`src/rtl/serial_sub_pkg.sv`:
```
// rtl/serial_sub_pkg.sv - shared types and defaults for the bit-serial subtractor
package serial_sub_pkg;

    typedef enum logic [0:0] {
        IDLE = 1'b0,
        RUN  = 1'b1
    } state_t;

    localparam int DEFAULT_WIDTH = 8;

endpackage

```
`src/rtl/serial_subtractor_fs_cell.sv`:
```
// rtl/serial_subtractor_fs_cell.sv - combinational full-subtractor bit from two half-subtractors
module fs_cell (
    input  logic x,
    input  logic y,
    input  logic bin,
    output logic d,
    output logic bout
);

    logic hs1_d;
    logic hs1_b;
    logic hs2_b;

    // First stage subtracts y from x, second stage subtracts the incoming borrow.
    assign hs1_d = x ^ y;
    assign hs1_b = ~x & y;
    assign d     = hs1_d ^ bin;
    assign hs2_b = ~hs1_d & bin;
    assign bout  = hs1_b | hs2_b;

endmodule

```
`src/rtl/serial_subtractor.sv`:
```
// rtl/serial_subtractor.sv - LSB-first bit-serial A-B with start/busy handshake
module serial_subtractor
    import serial_sub_pkg::*;
#(
    parameter int WIDTH = DEFAULT_WIDTH
) (
    input  logic             clk,
    input  logic             rst_n,
    input  logic             start,
    input  logic [WIDTH-1:0] a,
    input  logic [WIDTH-1:0] b,
    output logic             busy,
    output logic             done,
    output logic [WIDTH-1:0] diff,
    output logic             borrow_out
);

    localparam int CNT_W = $clog2(WIDTH);
    localparam logic [CNT_W-1:0] LAST_CNT = CNT_W'(WIDTH - 1);

    state_t           state_q, state_d;
    logic [WIDTH-1:0] sa_q, sa_d;
    logic [WIDTH-1:0] sb_q, sb_d;
    logic [WIDTH-1:0] sd_q, sd_d;
    logic [CNT_W-1:0] cnt_q, cnt_d;
    logic             brw_q, brw_d;
    logic             done_q, done_d;
    logic [WIDTH-1:0] diff_q, diff_d;
    logic             borrow_out_q, borrow_out_d;

    logic             fs_d;
    logic             fs_bout;
    logic [WIDTH-1:0] sd_next;

    fs_cell u_fs_cell (
        .x    (sa_q[0]),
        .y    (sb_q[0]),
        .bin  (brw_q),
        .d    (fs_d),
        .bout (fs_bout)
    );

    // The difference register fills from the top so the first bit lands at bit 0.
    assign sd_next = {fs_d, sd_q[WIDTH-1:1]};

    always_comb begin
        state_d      = state_q;
        sa_d         = sa_q;
        sb_d         = sb_q;
        sd_d         = sd_q;
        cnt_d        = cnt_q;
        brw_d        = brw_q;
        done_d       = 1'b0;
        diff_d       = diff_q;
        borrow_out_d = borrow_out_q;

        case (state_q)
            IDLE: begin
                if (start) begin
                    sa_d    = a;
                    sb_d    = b;
                    sd_d    = '0;
                    cnt_d   = '0;
                    brw_d   = 1'b0;
                    state_d = RUN;
                end
            end
            RUN: begin
                sa_d  = sa_q >> 1;
                sb_d  = sb_q >> 1;
                sd_d  = sd_next;
                brw_d = fs_bout;
                cnt_d = cnt_q + CNT_W'(1);
                if (cnt_q == LAST_CNT) begin
                    diff_d       = sd_next;
                    borrow_out_d = fs_bout;
                    done_d       = 1'b1;
                    cnt_d        = '0;
                    state_d      = IDLE;
                end
            end
            default: state_d = IDLE;
        endcase
    end

    always_ff @(posedge clk or negedge rst_n) begin
        if (!rst_n) begin
            state_q      <= IDLE;
            sa_q         <= '0;
            sb_q         <= '0;
            sd_q         <= '0;
            cnt_q        <= '0;
            brw_q        <= 1'b0;
            done_q       <= 1'b0;
            diff_q       <= '0;
            borrow_out_q <= 1'b0;
        end else begin
            state_q      <= state_d;
            sa_q         <= sa_d;
            sb_q         <= sb_d;
            sd_q         <= sd_d;
            cnt_q        <= cnt_d;
            brw_q        <= brw_d;
            done_q       <= done_d;
            diff_q       <= diff_d;
            borrow_out_q <= borrow_out_d;
        end
    end

    assign busy       = (state_q == RUN);
    assign done       = done_q;
    assign diff       = diff_q;
    assign borrow_out = borrow_out_q;

endmodule

```
`config.mk`:
```
export PLATFORM = sky130hd
export DESIGN_NAME = serial_subtractor
export DESIGN_NICKNAME = d
export VERILOG_FILES = /design/src/rtl/serial_sub_pkg.sv /design/src/rtl/serial_subtractor_fs_cell.sv /design/src/rtl/serial_subtractor.sv
export SDC_FILE = /design/constraint.sdc
export NUM_CORES = 1
export LEC_CHECK = 0
export ABC_AREA = 1
export CORE_ASPECT_RATIO = 1.5
export CORE_MARGIN = 2
export CORE_UTILIZATION = 25
export CTS_CLUSTER_DIAMETER = 40
export DETAILED_ROUTE_END_ITERATION = 6
export GPL_ROUTABILITY_DRIVEN = 0
export HOLD_SLACK_MARGIN = 0.02
export MAX_ROUTING_LAYER = met4
export SYNTH_ARGS = -nofsm -noshare
export SYNTH_HDL_FRONTEND = slang
export SYNTH_SLANG_ARGS = --single-unit
```
`constraint.sdc`:
```
create_clock -name clk -period 1.22 [get_ports clk]
set_input_delay 0.305 -clock clk [delete_from_list [all_inputs] [get_ports clk]]
set_output_delay 0.305 -clock clk [all_outputs]
set_load 0.01 [all_outputs]
```
==> metrics <==
status=completed; Core Rows=35; critical-path cell list=inv_2, fa_1, inv_2, o21ai_1; Synth Net Count=193; NumNets Final=roughly 240; Final ANT Viol Nets=0; most used cell, CP=inv_2; synthesized cell area=between 0.0015 and 0.002 mm^2; mean post-synth cell area=9.39 um^2; Startpoint Class=register; first-pass GRT wire length=around 6.1 mm; Antenna Cells=0; vias in the first global route=~1300; Worst-Skew Late Latency=between 200 and 300 ps; RSZ-0062 raised after global routing=true; Hold WC Path Type=reg2reg; Clock Pin Slew Worst Setup and Hold Paths=80 ps; I/O pins=30; pin count of the biggest net entering global routing=39; final core utilization=35.6%; relative slew slack=between 80% and 90%; register bit count reported by yosys=38; via count=~1300; initial antenna violation count=0; via/cell ratio=roughly 4.4; Pwr Density=approximately 2300 mW/mm^2; leakage=0.00107 uW; delay-heaviest family, CP=adder cells; floorplan core area=~0.006 mm^2; CP Max Fanout=2; Critical Path RT=around 1400 ps; M1 wire length=about 1.4 mm; final setup vio count=0; starting density of the core=between 20% and 30%; chip height=102 um; Buf+Inv Stages, Crit Path=2; Max Root-Sink Buffers=2; fin. max-slew vios=0; critical path class=reg2reg; Worst-Margin Slew=roughly 210 ps; Synth area leader=dfrtp_1; Final Critical Period=1170 ps; Synth top area share=about 59%; final WL=roughly 3.4 mm; clk_skew=approximately 6.7 ps; H-Tree Depth=2; sequential fraction of the synthesis area=between 50% and 60%; Netlist cell types=15; met3 routed WL=about 160 um; fraction of layout cells with a size suffix above 1=about a fifth; Max Used Layer=met4; most frequent cells in the layout=nand2_1 (60), dfrtp_1 (38), nand3_1 (30); Final Cycle Share=95.8%; HPWL after detailed placement=about 2.3 mm; Port Buffer Count=29; Peak VDD IR=roughly 1200 uV; leading cell type in the layout, fill and taps excluded=nand2_1; Iter 0 DRT Violations=between 100 and 150; Fmax=between 800 and 900 MHz; hold_ws=around 480 ps; Synth warnings=0; Worst path max stage delay=around 540 ps; Max Cap Violations=0; WL met2=1.75 mm; Final Hold Viols=0; crit end category=register; Arr. time, crit path=about 1400 ps; CTS Root Cell=clkbuf_8; DRC violations left=0; grt total ovfl=0; width of the die=69.4 um; DR WL/cell=between 10 and 15 um; total die area=0.00709 mm^2; reg2reg setup slack=about 51 ps; fillers=between 600 and 700; synthesized instance count=171; DRT Pass-1 Iters=4; Layout area overhead=37.1%; Sink Count=38; Num CTS Buffers=5; synth top area cells=dfrtp_1 (59%), nand2_1 (14%), nand3_1 (9.4%); gr usage total=11.1%; slowest CP cell=fa_1; TritonCTS clock tree=built
## per-layer routing
metal,GRT usage (%),vias up
li1,-,636
met1,13.0,588
met2,18.1,35
met3,2.96,8
met4,4.52,0
met5,-,-
## path summary, 6_finish.rpt
check,depth (start not counted),start,end
setup reg to reg,4,sb_q[0]$_DFFE_PN0P_,sd_q[7]$_DFFE_PN0P_
max in group asynchronous,3,rst_n,sa_q[7]$_DFFE_PN0P_
hold reg to reg,2,sa_q[7]$_DFFE_PN0P_,sa_q[7]$_DFFE_PN0P_
setup / recovery,4,sb_q[0]$_DFFE_PN0P_,sd_q[7]$_DFFE_PN0P_
min in group asynchronous,3,rst_n,diff[3]$_DFFE_PN0P_
hold / removal,2,sa_q[7]$_DFFE_PN0P_,sa_q[7]$_DFFE_PN0P_
## timing repair
| item | 4_1_cts | 5_1_grt |
|---|---|---|
| gates cloned | 0 | 1 |
| setup buffers | 1 | 2 |
| hold buffers | 1 | 0 |
| hold endpoints to repair | 38 | 0 |
| pin swaps | 1 | 2 |
| endpoints found under the setup margin | 19 | 20 |
| gates resized for setup | 30 | 25 |
## kinds of logic after synthesis
kind of cell	Yosys count	synth area share, %
buffers and inverters	20	7.48
AO/OA/AOI/OAI	16	4.99
flip-flops	38	59.2
adder cells (fa/ha/maj)	3	2.81
AND/OR/NAND/NOR	94	25.5
## power breakdown
group          leakage (uW)  total (uW)  switching [uW]  internal, uW
Combinational      0.000528        2070            1100           969
Sequential         0.000489        2050             272          1780
Clock             0.0000575        1010             435           571
Total               0.00107        5130            1810          3320
## flip-flops by register name, summed over array words and instances, names as in the netlist
register / cells
busy: 1
borrow_out: 1
sd_q: 7
sb_q: 8
done: 1
diff: 8
sa_q: 8
brw_q: 1
cnt_q: 3
## worst min-delay path, stage by stage (launching register included)
cell and delay (ps):
dfrtp_1 340, nand2_1 60, nand2_1 50
## stage by stage
stage                     worst slack, ps  power (uW)  cells  cell area, um^2  TNS, ps
final                                50.8        5130    291             2200        0
after global routing                -10.6        5580    291             2200    -20.2
after floorplan                      11.1        3220    171             1610        0
after detailed placement             -176        4070    278             2050    -4080
after CTS                           0.642        5040    288             2180        0
after global placement               -152        4000    278             2050    -3770
## layout make-up
class	count	area, um^2	area share, %
Sequential cell	38	951	43.2
Multi-Input combinational cell	113	567	25.8
Timing Repair Buffer	47	439	20.0
Clock buffer	8	110	5.00
Tap cell	74	92.6	4.21
Inverter	11	41.3	1.88
## Yosys cell counts, drive strengths merged
cell type	count
o21ai	16
ha	2
nor2	3
inv	11
nand2	61
dfrtp	38
buf	9
fa	1
nand3	30
(Power assumes the default switching activity.)
